<file path="config.mk">
export PLATFORM = sky130hd
export DESIGN_NAME = decade_ring_check
export DESIGN_NICKNAME = d
export VERILOG_FILES = /design/src/rtl/decade_ring_pkg.sv /design/src/rtl/two_of_five_decode.sv /design/src/rtl/decade_ring_check.sv
export SDC_FILE = /design/constraint.sdc
export NUM_CORES = 1
export LEC_CHECK = 0
export BUFFER_PORTS_ARGS = -buffer_cell sky130_fd_sc_hd__buf_4
export CORE_UTILIZATION = 56
export DETAILED_ROUTE_END_ITERATION = 16
export PLACE_DENSITY = 0.87
export SLEW_MARGIN = 20
export SYNTH_ARGS = -nofsm -noshare
export SYNTH_HDL_FRONTEND = slang
export SYNTH_SLANG_ARGS = --single-unit
</file>
<file path="constraint.sdc">
create_clock -name i_clk -period 7.2 [get_ports i_clk]
set_clock_uncertainty 0.1 [all_clocks]
set_input_delay 0.36 -clock i_clk [delete_from_list [all_inputs] [get_ports i_clk]]
set_output_delay 0.36 -clock i_clk [all_outputs]
set_load 0.02 [all_outputs]
</file>
<file path="src/rtl/decade_ring_pkg.sv">
// Shared definitions for the 2-of-5 buffer-ring decade counter and its checkers.
package decade_ring_pkg;

  localparam int unsigned CODE_W  = 5;
  localparam int unsigned DIGIT_W = 4;

  // Ring code {a,b,c,d,e} for each decimal digit
  localparam logic [CODE_W-1:0] CODE_D0 = 5'b00011;
  localparam logic [CODE_W-1:0] CODE_D1 = 5'b10010;
  localparam logic [CODE_W-1:0] CODE_D2 = 5'b10001;
  localparam logic [CODE_W-1:0] CODE_D3 = 5'b01001;
  localparam logic [CODE_W-1:0] CODE_D4 = 5'b11000;
  localparam logic [CODE_W-1:0] CODE_D5 = 5'b10100;
  localparam logic [CODE_W-1:0] CODE_D6 = 5'b01100;
  localparam logic [CODE_W-1:0] CODE_D7 = 5'b01010;
  localparam logic [CODE_W-1:0] CODE_D8 = 5'b00110;
  localparam logic [CODE_W-1:0] CODE_D9 = 5'b00101;

  localparam logic [DIGIT_W-1:0] DIGIT_INVALID = 4'hF;

  typedef enum logic [1:0] {
    UNSYNC = 2'd0,
    TRACK  = 2'd1,
    FAULT  = 2'd2
  } state_e;

  function automatic logic [DIGIT_W-1:0] inc_mod10(input logic [DIGIT_W-1:0] d);
    return (d >= DIGIT_W'(9)) ? '0 : d + DIGIT_W'(1);
  endfunction

  function automatic logic [DIGIT_W-1:0] code_to_digit(input logic [CODE_W-1:0] c);
    case (c)
      CODE_D0: return DIGIT_W'(0);
      CODE_D1: return DIGIT_W'(1);
      CODE_D2: return DIGIT_W'(2);
      CODE_D3: return DIGIT_W'(3);
      CODE_D4: return DIGIT_W'(4);
      CODE_D5: return DIGIT_W'(5);
      CODE_D6: return DIGIT_W'(6);
      CODE_D7: return DIGIT_W'(7);
      CODE_D8: return DIGIT_W'(8);
      CODE_D9: return DIGIT_W'(9);
      default: return DIGIT_INVALID;
    endcase
  endfunction

endpackage

</file>
<file path="src/rtl/two_of_five_decode.sv">
// Combinational 2-of-5 ring code to BCD decoder; digit is 4'hF when the code is invalid.
module two_of_five_decode
  import decade_ring_pkg::*;
(
  input  logic [CODE_W-1:0]  i_code,
  output logic [DIGIT_W-1:0] o_digit_c,
  output logic               o_valid_c
);

  logic [2:0] ones_c;

  // Every one of the ten 2-hot patterns is a digit, so a popcount of two is validity
  assign ones_c    = 3'(i_code[0]) + 3'(i_code[1]) + 3'(i_code[2]) + 3'(i_code[3]) + 3'(i_code[4]);
  assign o_valid_c = (ones_c == 3'd2);
  assign o_digit_c = code_to_digit(i_code);

endmodule

</file>
<file path="src/rtl/decade_ring_check.sv">
// Checker for the 2-of-5 decade counter: decode, shadow digit, sticky faults, wrap carry.
// Optional fault capture registers enabled by DECADE_RING_CHECK_CAPTURE_EN.
module decade_ring_check
  import decade_ring_pkg::*;
(
  input  logic               i_clk,
  input  logic               i_reset_n,
  input  logic [CODE_W-1:0]  i_code,
  input  logic               i_clear,
  input  logic               i_advance,
  input  logic               i_err_ack,
  output logic [DIGIT_W-1:0] o_digit,
  output logic               o_valid,
  output logic               o_carry,
  output logic               o_synced,
  output logic               o_code_err,
  output logic               o_seq_err,
  output logic [CODE_W-1:0]  o_err_code,
  output logic [DIGIT_W-1:0] o_err_expect
);

  state_e               state_q, state_d;
  logic [DIGIT_W-1:0]   exp_q, exp_d;
  logic                 last_adv_q;
  logic                 code_err_q, code_err_d;
  logic                 seq_err_q, seq_err_d;
  logic                 carry_d;
  logic                 adv_edge_c;
  logic [DIGIT_W-1:0]   dec_digit_c;
  logic                 dec_valid_c;

  two_of_five_decode u_decode (
    .i_code    (i_code),
    .o_digit_c (dec_digit_c),
    .o_valid_c (dec_valid_c)
  );

  assign adv_edge_c = i_advance & ~last_adv_q;

  // Next-state, shadow digit and fault flags
  always_comb begin
    state_d    = state_q;
    exp_d      = exp_q;
    carry_d    = 1'b0;
    code_err_d = code_err_q;
    seq_err_d  = seq_err_q;

    if (i_clear) begin
      exp_d = '0;
    end else if (adv_edge_c) begin
      exp_d   = inc_mod10(exp_q);
      carry_d = (exp_q == DIGIT_W'(9));
    end

    case (state_q)
      UNSYNC: begin
        if (i_clear) state_d = TRACK;
      end
      TRACK: begin
        if (!dec_valid_c) begin
          code_err_d = 1'b1;
          state_d    = FAULT;
        end else if (dec_digit_c != exp_q) begin
          seq_err_d = 1'b1;
          state_d   = FAULT;
        end
      end
      FAULT: begin
        if (i_err_ack) begin
          code_err_d = 1'b0;
          seq_err_d  = 1'b0;
          state_d    = i_clear ? TRACK : UNSYNC;
        end
      end
      default: state_d = UNSYNC;
    endcase
  end

  always_ff @(posedge i_clk) begin
    if (!i_reset_n) begin
      state_q    <= UNSYNC;
      exp_q      <= '0;
      last_adv_q <= 1'b0;
      code_err_q <= 1'b0;
      seq_err_q  <= 1'b0;
      o_digit    <= DIGIT_INVALID;
      o_valid    <= 1'b0;
      o_carry    <= 1'b0;
      o_synced   <= 1'b0;
    end else begin
      state_q    <= state_d;
      exp_q      <= exp_d;
      last_adv_q <= i_advance;
      code_err_q <= code_err_d;
      seq_err_q  <= seq_err_d;
      o_digit    <= dec_digit_c;
      o_valid    <= dec_valid_c;
      o_carry    <= carry_d;
      o_synced   <= (state_d == TRACK);
    end
  end

  assign o_code_err = code_err_q;
  assign o_seq_err  = seq_err_q;

`ifdef DECADE_RING_CHECK_CAPTURE_EN
  logic [CODE_W-1:0]  err_code_q;
  logic [DIGIT_W-1:0] err_exp_q;

  // Snapshot on entry to FAULT; survives acknowledge
  always_ff @(posedge i_clk) begin
    if (!i_reset_n) begin
      err_code_q <= '0;
      err_exp_q  <= '0;
    end else if ((state_q == TRACK) && (state_d == FAULT)) begin
      err_code_q <= i_code;
      err_exp_q  <= exp_q;
    end
  end

  assign o_err_code   = err_code_q;
  assign o_err_expect = err_exp_q;
`else
  assign o_err_code   = '0;
  assign o_err_expect = '0;
`endif

endmodule

</file>
Word-level counts from Yosys, hierarchy flattened
Memory sizes are Yosys's and may differ from the RTL's.
Cells that the tools add are included.
{"block": "classes", "bitwise": 4, "n_reduce_logical": 6, "add_sub_neg": 5, "magnitude_cmp": 1, "mux": 13, "eq_ne": 10}
{"operator": "$add 3x1->3", "n": 3}
{"operator": "$mux 2", "n": 4}
{"operator": "$ne 2x2->1 const B", "n": 4}
{"operator": "$pmux 2 s3", "n": 1}
{"operator": "$mux 1", "n": 5}
{"operator": "$add 4x1->4 const B", "n": 1}
{"operator": "$eq 2x1->1 const B", "n": 2}
{"operator": "$eq 4x4->1 const B", "n": 1}
{"operator": "$ge 4x4->1 const B", "n": 1}
{"operator": "$mux 4", "n": 1}
{"operator": "$ne 4x4->1", "n": 1}
{"operator": "$pmux 1 s2", "n": 2}
{"operator": "$reduce_and 4->1", "n": 1}
{"operator": "$eq 3x2->1 const B", "n": 1}
{"operator": "$not 1->1", "n": 3}
{"operator": "$reduce_and 3->1", "n": 1}
{"operator": "$reduce_or 3->1", "n": 1}
{"operator": "$add 1x1->2", "n": 1}
{"operator": "$eq 2x2->1 const B", "n": 1}
{"operator": "$logic_not 2->1", "n": 1}
{"operator": "$reduce_bool 2->1", "n": 1}
{"operator": "$reduce_or 2->1", "n": 1}
{"operator": "$and 1x1->1", "n": 1}
{"block": "word_totals", "inputBits": 10, "mem_bits_ro": 128, "elab_cells": 49, "output_inout_bits": 18, "regBits": 16, "mem_count": 1}
{"memory": "(name not given)", "depth": 32, "word_bits": 4, "read_ports": 1, "rd_clocked_by_memory_dff": 0, "wr": 0, "line_no": "decade_ring_pkg.sv:32", "text": "case (c)"}

Logic depth before layout (Yosys ltp)
Gate-level depths: netlist of the first run.
{"block": "depth", "word_depth": 8, "mapped_depth": 13, "ltp_nobuf": 13}

Cells and area by module
Synthesis of the first run repeated with hierarchy kept, for this count alone.
{"block": "unflattened", "hier_cells": 114, "area_unflattened_um2": 1059.8}
{"module": "decade_ring_check", "seq_area_each_um2": 320.3, "n_inst": 1, "area_each_um2": 728.2, "cells_per_inst": 75}
{"module": "two_of_five_decode", "seq_area_each_um2": 0.0, "n_inst": 1, "area_each_um2": 331.6, "cells_per_inst": 39}

Worst setup path after synthesis of the first run
OpenSTA, ideal clock, no wires.
{"block": "synth_timing", "path_type": "input port to flip-flop", "from": "input port i_code[0]", "to": "register code_err_q (netlist: o_code_err)", "setup_ps": 115, "path_stages": 13, "t_arrival_ps": 2454, "path_buffers": 0, "t_required_ps": 6985, "setup_slack_ps": 4531, "cell_sequence": "inv_1 -> ha_1 -> inv_1 -> fa_1 -> inv_1 -> ha_1 -> inv_1 -> fa_1 -> nor2_1 -> nand2_1 -> a21oi_1 -> o21ai_0 -> and2_1"}
{"block": "synth_between", "elab_chain_len": 7}
{"element": "start: declaration", "line_no": "decade_ring_check.sv:8", "text": "input logic [CODE_W-1:0] i_code,"}
{"element": "$add 1x1->2", "line_no": "two_of_five_decode.sv:13", "text": "assign ones_c = 3'(i_code[0]) + 3'(i_code[1]) + 3'(i_code[2]) + 3'(i_code[3]) + 3'(i_code[4]);"}
{"element": "$add 3x1->3 (3 in a row)", "line_no": "two_of_five_decode.sv:13"}
{"element": "$eq 3x2->1", "line_no": "two_of_five_decode.sv:14", "text": "assign o_valid_c = (ones_c == 3'd2);"}
{"element": "$ne 2x2->1 (no source line)"}
{"element": "$reduce_and 3->1 (no source line)"}
{"element": "end signal: assignment", "line_no": "decade_ring_check.sv:94", "text": "code_err_q <= code_err_d;"}
{"element": "end: declaration", "line_no": "decade_ring_check.sv:25", "text": "logic code_err_q, code_err_d;"}
Every way passes these cells.
A chain may end at the register's enable or synchronous reset.

Worst setup path after layout of the first run
Same ends and word-level chain as after synthesis.

==> results.toml, run 1 <==
[outcome]
status = "finished clean"

[worst_setup_path]
worst_ep_arrival_time_ns = 2.77
reg2reg_from = "exp_q[1]$_SDFFE_PP0P_"
reg2reg_to = "o_synced$_SDFF_PN0_"
cp_max_fo = 4
cp-endpoint = "o_code_err$_SDFFE_PN0P_"
cpMostUsedCell = "inv_1"
crit_start = "i_code[0]"
worst-setup-path-type = "in -> reg"
ff2ff_setup_slack_ns = 5.78
end_kind = "flip-flop"
path_cells = "buf_4, inv_1, ha_1, inv_1, fa_1, inv_1, ha_1, inv_1, fa_1, nor2_1, nand2_1, a21oi_1, o21ai_0, and2_1"
slowest_delay_ns = 0.48
cp.required_ns = 7.29
rr_worst_depth = 4
cp_slowest_cell = "fa_1"
start_kind = "input port"

[synthesis]
synthAdderAreaFrac_pct = 16.6
synth_xor_area_share_pct = 3.82
yosysSeqAreaShare_pct = 27.9
yosys.area_share.simple_pct = 20.4
synthDistinctLibCells = 40
synth_top_family_by_area = "simple AND/OR/NAND/NOR gates"
yosys_warnings = 0
syn_avg_cell_area_um2 = 9.03
synth_compound_area_share_pct = 13.4
synth_enable_flop_cells = 0
synth_ff_type = "dfxtp_1"
synth-seq-cells = 16
postSynth.asyncResetShare_pct = 0
netlist_area_um2 = 1150
synthMuxAreaShare_pct = 4.47
syn-instance-count = 127

[power]
p_seq_share_pct = 45.9
power.internal_mw = 0.146
ir_worst_vdd_mv = 0.122
power_frac_clock_pct = 27.7
powerDensity_nw_per_um2 = 164
finalPower_mw = 0.209
pwr-share-comb_pct = 26.3
switching_share_pct = 30.0
power_leakage_nw = 0.581
switching_power_mw = 0.0628

[routing]
wirelength_mm = 2.05
vias_per_cell = 5.10
drc_errors = 0
wl_met2_mm = 1.08
vias = 867
highest_layer = "met3"
dr.pass1.iters = 4
first_iter_violations = 17
ant_nets = 0
met1_length_um = 912
wl_per_cell_um = 12.1
wl_met3_um = 58

[timing]
slew_viol_final = 0
fmax_ghz = 0.373
rsz0062_at_grt = "no"
hold_viol = 0
setup_slack_ns = 4.52
finalCritPeriodShare_pct = 37.3
fin_setup_tns_ns = 0
min_period_ns = 2.68
finalSetupViolations = 0
fin_hold_ws_ns = 0.182

[finish]
nFillCells = 165
design_area_um2 = 1280
post-route-util_pct = 65.8
stdcell_count = 170
num_antenna_cells = 0
drive_gt1_share_pct = 22.4
area.growth.synth_to_final_pct = 11.3
nNetsFinal = 168

[placed_design]
place_inst = 166
portBuffers = 18
place_area_um2 = 1240
gp_congestion = 0.838
dp_hpwl_mm = 1.65
dp_slack_ns = 4.22

[grt]
overflow = 0
grt_max_degree = 14
antenna_found_initial = 0
grt_pass1_wl_mm = 3.21
grt_pass1_vias = 767
grt_usage_pct = 19.7

[clocking]
clock_latency_ns = 0.28
post_cts_buffers = 0
ctsHoldBuffers = 0
cts.sinks = 16
cts_buffer_depth = 2
cts_made_buffers = 3
cts_resized = 0
cts.htree.levels = 1
clk_pin_slew_worst_paths_ns = 0.09
tritoncts = "built"
clockRootBuffer = "clkbuf_4"

[die]
die_h_um = 47.3
io_pins = 28
fp.dieW_um = 47.3
core_um2 = 1940
die-area_um2 = 2230
start_util_pct = 59.1
num_rows = 16

[hold_path]
min_path_type = "in -> reg"

[job]
max_cap_violations = 0
==> worst max-delay path, delay by kind of cell <==
kind / cells / cell delay [ns]
buffers and inverters: 5 / 0.35
AOI/OAI and AO/OA: 2 / 0.22
adders and majority gates: 4 / 1.40
and+or+nand+nor: 3 / 0.44
==> how the worst min path moves through the flow <==
stage / from / to / cells after the start
finish: i_advance / last_adv_q$_SDFF_PN0_ / 2
global route: i_advance / last_adv_q$_SDFF_PN0_ / 2
CTS: i_advance / last_adv_q$_SDFF_PN0_ / 2
detailed placement: o_seq_err$_SDFFE_PN0P_ / o_seq_err$_SDFFE_PN0P_ / 2
global placement: o_seq_err$_SDFFE_PN0P_ / o_seq_err$_SDFFE_PN0P_ / 2
floorplan: state_q[0]$_SDFF_PN0_ / o_synced$_SDFF_PN0_ / 1
==> cell usage after synthesis (2+ instances only) <==
library cell | instances | area share [%]
nand3b_1 | 3 | 2.0
nand2_1 | 8 | 2.6
o21ai_0 | 5 | 2.2
ha_1 | 12 | 13
dfxtp_1 | 16 | 28
nand3_1 | 3 | 1.3
clkbuf_1 | 2 | 0.65
xnor2_1 | 4 | 3.1
o22ai_1 | 2 | 1.1
and3_1 | 3 | 1.6
nor3b_1 | 2 | 1.3
buf_4 | 10 | 6.5
a21oi_1 | 3 | 1.3
inv_1 | 10 | 3.3
fa_1 | 2 | 3.5
mux2i_1 | 4 | 3.5
and2_1 | 3 | 1.6
buf_6 | 2 | 2.0
o2bb2ai_1 | 2 | 1.5
inv_2 | 2 | 0.65
nor2b_1 | 2 | 1.1
nor2_1 | 9 | 2.9
==> cell type report <==
type | count | area (um2) | share of cell area, %
Clock buffer | 4 | 36.3 | 2.84
Inverter | 12 | 45.0 | 3.53
Sequential cell | 16 | 320 | 25.1
Multi-Input combinational cell | 93 | 707 | 55.3
Timing Repair Buffer | 18 | 135 | 10.6
Tap cell | 27 | 33.8 | 2.64
==> power groups by stage <==
| stage | sequential [mW] | clock [mW] | combinational (mW) |
|---|---|---|---|
| final | 0.0960 | 0.0580 | 0.0551 |
| after global routing | 0.0967 | 0.0618 | 0.0611 |
| after CTS | 0.0960 | 0.0585 | 0.0551 |
| after detailed placement | 0.0980 | 0 | 0.0549 |
| after global placement | 0.0978 | 0 | 0.0523 |
| after floorplan | 0.102 | 0 | 0.0395 |
==> flip-flops by register name, indices dropped and copies added, names as in the netlist <==
| signal | flops |
|---|---|
| o_carry | 1 |
| exp_q | 4 |
| o_valid | 1 |
| o_code_err | 1 |
| o_synced | 1 |
| o_digit | 4 |
| last_adv_q | 1 |
| state_q | 2 |
| o_seq_err | 1 |
==> cells by family after synthesis <==
kind of cell,Yosys count
AND/OR/NAND/NOR,39
buffers and inverters,26
flip-flops,16
other,1
multiplexers,5
XOR/XNOR,5
AO/OA/AOI/OAI,21
adder cells (fa/ha/maj),14
==> cells in the final DEF (no fill, tap or decap), drive strengths merged <==
cell type | synthesis | final
a21oi | 4 | 4
a22o | 1 | 1
a31oi | 1 | 1
a41oi | 1 | 1
and2 | 3 | 3
and3 | 3 | 3
buf | 12 | 18
clkbuf | 2 | 4
conb | 1 | 9
dfxtp | 16 | 16
fa | 2 | 2
ha | 12 | 12
inv | 12 | 12
mux2 | 1 | 1
mux2i | 4 | 4
nand2 | 8 | 8
nand2b | 1 | 1
nand3 | 3 | 3
nand3b | 3 | 3
nor2 | 9 | 9
nor2b | 2 | 2
nor3 | 2 | 2
nor3b | 3 | 3
nor4b | 1 | 1
nor4bb | 1 | 1
o2111a | 1 | 1
o21ai | 6 | 6
o22ai | 2 | 2
o2bb2ai | 2 | 2
o31ai | 2 | 2
o32a | 1 | 1
xnor2 | 4 | 4
xor2 | 1 | 1
==> routing by layer <==
metal	vias up	GRT usage (%)
li1	440	-
met3	0	3.46
met1	406	24.6
met4	0	2.29
met2	21	35.9
met5	-	0
(Power assumes the default switching activity.)
==> inputs of run 2 (changes only) <==
CORE_UTILIZATION = 47   (was 56)
PLACE_DENSITY = 0.78   (was 0.87)
clock period = 2.22 ns   (was 7.2 ns; I/O delays follow)
==> run 2 against run 1 <==
  * Wire length rose by 9.4%
  * Register-to-register slack got worse by 5.0 ns
  * Setup slack worse by 4.5 ns
  * Sequential share of layout area is 1.9 points lower
  * Total power rose to 3.4 times the previous value
  * Sequential cell count unchanged
  * Via count increased by 5.4%
==> results.toml, run 2 (synthesis gave the netlist of run 1 again) <==
[worst_setup_path]
worst-setup-path-type = "in -> reg"
reg2reg_to = "state_q[0]$_SDFF_PN0_"
cp-endpoint = "state_q[0]$_SDFF_PN0_"
start_kind = "input port"
cp.required_ns = 2.35
reg2reg_from = "exp_q[1]$_SDFFE_PP0P_"
end_kind = "flip-flop"
worst_ep_arrival_time_ns = 2.30
rr_worst_depth = 4
ff2ff_setup_slack_ns = 0.81
crit_start = "i_code[0]"
cp_max_fo = 3

[timing]
relSlewSlack_pct = 66.6
finalCritPeriodShare_pct = 97.8
setup_slack_ns = 0.0497
fin_setup_tns_ns = 0
slew_viol_final = 0
hold_viol = 0
fmax_ghz = 0.461
finalSetupViolations = 0
min_period_ns = 2.17
tightest_slew_ns = 0.501
fin_hold_ws_ns = 0.0242
rsz0062_at_grt = "yes"

[outcome]
status = "finished clean"

[routing]
dr.pass1.iters = 4
vias = 914
wirelength_mm = 2.24
ant_nets = 0
wl_per_cell_um = 12.4
vias_per_cell = 5.05
drc_errors = 0
first_iter_violations = 17

[finish]
multi_input_area_um2 = 733
post-route-util_pct = 61.4
layout_common_cells = "buf_4, dfxtp_1, ha_1, conb_1, nor2_1"
reg_top3 = "exp_q: 4 flops, o_digit: 4 flops, state_q: 2 flops"
nNetsFinal = 178
area.growth.synth_to_final_pct = 20.7
nFillCells = 203
final_common_cell = "buf_4"
num_antenna_cells = 0
regArea_um2 = 320
drive_gt1_share_pct = 31.4

[power]
ir_worst_vdd_mv = 0.350
power_frac_clock_pct = 27.0
p_seq_share_pct = 43.8
switching_power_mw = 0.219
pwr-share-comb_pct = 29.2
power_leakage_nw = 0.624
powerDensity_nw_per_um2 = 515
finalPower_mw = 0.713
switching_share_pct = 30.7
power.internal_mw = 0.494

[hold_path]
min_path_type = "in -> reg"

[placed_design]
portBuffers = 18
gp_congestion = 0.824
dp_slack_ns = -0.290
dp_hpwl_mm = 1.78

[die]
core_um2 = 2250
die-area_um2 = 2640
fp.dieW_um = 51.4
start_util_pct = 50.9
num_rows = 17
io_pins = 28
die_h_um = 51.4

[grt]
antenna_found_initial = 0
grt_max_degree = 14
overflow = 0
grt_pass1_wl_mm = 3.72
grt_pass1_vias = 872
grt_usage_pct = 19.4

[clocking]
clock_latency_ns = 0.29
clk_pin_slew_worst_paths_ns = 0.09
post_cts_buffers = 0
cts_buffer_depth = 2
cts_made_buffers = 3
clockRootBuffer = "clkbuf_4"
cts.htree.levels = 1
tritoncts = "built"
cts.sinks = 16

[job]
max_cap_violations = 0
==> run 2: per-layer routing <==
| metal | vias up | part of all wire (%) | wire (um) | track usage, % |
|---|---|---|---|---|
| li1 | 464 | - | - | - |
| met1 | 424 | 42 | 949 | 22.2 |
| met2 | 21 | 52 | 1180 | 33.8 |
| met3 | 5 | 3.3 | 74 | 3.57 |
| met4 | 0 | 1.9 | 43 | 10.4 |
| met5 | - | 0 | 0 | 0 |
==> run 2: critical path, cell delays in order <==
cell and delay [ns]:
buf_4 0.09, inv_2 0.04, ha_4 0.25, inv_1 0.04
fa_1 0.42, inv_1 0.07, ha_1 0.15, inv_2 0.04
fa_1 0.48, nor2_2 0.16, and2_1 0.16, and3_4 0.18
o2bb2ai_1 0.10
==> run 2: layout make-up <==
| class | count | area share [%] |
|---|---|---|
| repair buffers | 28 | 15.5 |
| well taps | 28 | 2.53 |
| clock buffers | 4 | 2.62 |
| inverters | 12 | 3.25 |
| flip-flops and latches | 16 | 23.1 |
| multi-input cells | 93 | 52.9 |
==> run 2: repair_timing <==
action,4_1_cts,5_1_grt
gates resized for setup,0,8
hold buffers,2,0
setup endpoints to repair,0,4
endpoints found under the hold margin,5,0
==> run 2: per-stage QoR <==
stage / instance area, um2 / cells
finish: 1390 / 181
detailed placement: 1320 / 175
CTS: 1370 / 181
global placement: 1320 / 175
floorplan: 1190 / 135
global route: 1390 / 181
==> run 2: worst min path at each step <==
stage | from | endpoint | slack (ns) | depth (start not counted)
6_report | i_clear | o_synced$_SDFF_PN0_ | 0.02 | 3
5_1_grt | i_clear | o_synced$_SDFF_PN0_ | 0.02 | 3
4_1_cts | i_clear | o_synced$_SDFF_PN0_ | 0.03 | 3
3_5_place_dp | i_advance | last_adv_q$_SDFF_PN0_ | 0.22 | 2
3_3_place_gp | i_advance | last_adv_q$_SDFF_PN0_ | 0.22 | 2
2_1_floorplan | i_advance | last_adv_q$_SDFF_PN0_ | 0.13 | 1
==> run 2: power groups by stage <==
| stage | logic (mW) | clock network (mW) | registers [mW] |
|---|---|---|---|
| after floorplan | 0.131 | 0 | 0.330 |
| after global placement | 0.185 | 0 | 0.317 |
| after detailed placement | 0.192 | 0 | 0.319 |
| after CTS | 0.196 | 0.194 | 0.312 |
| after global routing | 0.231 | 0.216 | 0.314 |
| final | 0.209 | 0.192 | 0.313 |
==> inputs of run 3 (changes only) <==
CORE_MARGIN = 2   (was not set)
==> run 3 against run 2 <==
  * Register-to-register slack about the same
  * Via count fell by 0.66%
  * Sequential power about the same
  * First-iteration DRC count rose by 18%
  * Total power decreased by 6.4%
  * Critical path depth increased by 1
  * Sequential share of layout area decreased by 0.12 points
  * Sequential cell count unchanged
  * Non-clock buffer count up 1
  * Fmax grew 0.18%
  * Hold slack better by 0.033 ns
  * Utilization up 0.33 points
  * Critical path type unchanged
  * Critical endpoint is now o_code_err$_SDFFE_PN0P_
  * Highest routed layer unchanged
==> results.toml, run 3 (synthesis gave the netlist of run 1 again) <==
[timing]
slew_viol_final = 0
finalCritPeriodShare_pct = 97.6
fmax_ghz = 0.462
finalSetupViolations = 0
fin_hold_ws_ns = 0.0569
hold_viol = 0
min_period_ns = 2.17
fin_setup_tns_ns = 0
rsz0062_at_grt = "yes"

[power]
powerDensity_nw_per_um2 = 480
ir_worst_vdd_mv = 0.348
power_leakage_nw = 0.626

[routing]
dr.pass1.iters = 4
first_iter_violations = 20
ant_nets = 0
vias_per_cell = 5.02
wirelength_mm = 2.09
vias = 908
wl_per_cell_um = 11.5
drc_errors = 0

[die]
start_util_pct = 50.9
num_rows = 17
fp.dieW_um = 53.4
die-area_um2 = 2850
core_um2 = 2250
io_pins = 28
die_h_um = 53.4

[worst_setup_path]
cp_max_fo = 3
worst_ep_arrival_time_ns = 2.25
ff2ff_setup_slack_ns = 0.82
start_kind = "input port"
cp.required_ns = 2.31
end_kind = "flip-flop"
worst-setup-path-type = "in -> reg"

[finish]
final_common_cell = "buf_4"
design_area_um2 = 1390
drive_gt1_share_pct = 32.0
area.growth.synth_to_final_pct = 21.4
nFillCells = 196
regArea_um2 = 320
reg_top3 = "exp_q: 4 flops, o_digit: 4 flops, state_q: 2 flops"
layout_common_cells = "buf_4, dfxtp_1, ha_1, conb_1, nor2_1"
nNetsFinal = 179
multi_input_area_um2 = 731
num_antenna_cells = 0

[grt]
overflow = 0
grt_usage_pct = 17.2
grt_pass1_vias = 845
antenna_found_initial = 0
grt_pass1_wl_mm = 3.57
grt_max_degree = 14

[clocking]
tritoncts = "built"
clockRootBuffer = "clkbuf_4"
clk_pin_slew_worst_paths_ns = 0.08
cts_buffer_depth = 2
cts.htree.levels = 1
cts_made_buffers = 3
clock_latency_ns = 0.28
cts.sinks = 16

[placed_design]
gp_congestion = 0.803
place_area_um2 = 1320
portBuffers = 18
dp_hpwl_mm = 1.69

[outcome]
status = "finished clean"

[hold_path]
min_path_type = "in -> reg"

[job]
max_cap_violations = 0
[run 3: cell count changes in the layout (fill, tap and decap cells not counted)]
cell      change
buf_8         +1
clkbuf_8      -1
inv_2         -1
and3_1        +1
ha_2          +1
and3_4        -1
inv_4         +2
buf_6         +1
buf_4         -1
ha_1          -1
inv_1         -1
[run 3: metrics by stage]
stage / power (mW) / std cells / setup WS (ns) / util, %
2_1_floorplan: 0.461 / 135 / -0.147 / -
3_3_place_gp: 0.503 / 175 / -0.239 / 58.3
3_5_place_dp: 0.510 / 175 / -0.348 / 58.3
4_1_cts: 0.662 / 180 / 0.00281 / 60.3
5_1_grt: 0.714 / 181 / -0.0564 / 61.8
6_report: 0.668 / 181 / 0.0535 / 61.8
[run 3: worst max-delay path, stage by stage]
cell and delay (ns):
buf_6 0.08, inv_4 0.03, ha_4 0.25, inv_2 0.03, fa_1 0.52, inv_1 0.04, ha_2 0.16, inv_2 0.05
fa_1 0.41, nor2_2 0.13, nand2_2 0.08, a21oi_2 0.15, o21ai_1 0.07, and2_1 0.13
[run 3: path summary, 6_finish.rpt]
check	to	cells after the start	from
min	o_synced$_SDFF_PN0_	3	i_clear
max reg2reg	state_q[0]$_SDFF_PN0_	4	exp_q[1]$_SDFFE_PP0P_
min reg2reg	o_seq_err$_SDFFE_PN0P_	2	o_seq_err$_SDFFE_PN0P_
max	o_code_err$_SDFFE_PN0P_	14	i_code[0]
[run 3: area by class of cell]
cell class	instances	area share (%)
Tap cell	28	2.52
Inverter	12	3.59
Sequential cell	16	23.0
Clock buffer	3	1.62
Timing Repair Buffer	29	16.8
Multi-Input combinational cell	93	52.5
[run 3: report_power, final]
part	internal (mW)	total, mW	switching, mW
Sequential	0.302	0.312	0.00996
Clock	0.0630	0.146	0.0832
Combinational	0.0951	0.210	0.115
Total	0.460	0.668	0.208
[run 3: metal layers]
| metal | vias up | part of all wire [%] | track usage (%) |
|---|---|---|---|
| met5 | - | 0 | 0 |
| met1 | 416 | 43 | 20.9 |
| met3 | 4 | 4.8 | 4.24 |
| met2 | 26 | 51 | 28.4 |
| met4 | 0 | 1.4 | 7.69 |
| li1 | 462 | - | - |
[run 3: repair_timing]
action / CTS / global route
pin swaps: 3 / 7
hold buffers: 2 / 0
hold endpoints to repair: 5 / 0
resized for setup: 2 / 12
buffers inserted: 0 / 1
setup endpoints to repair: 1 / 4
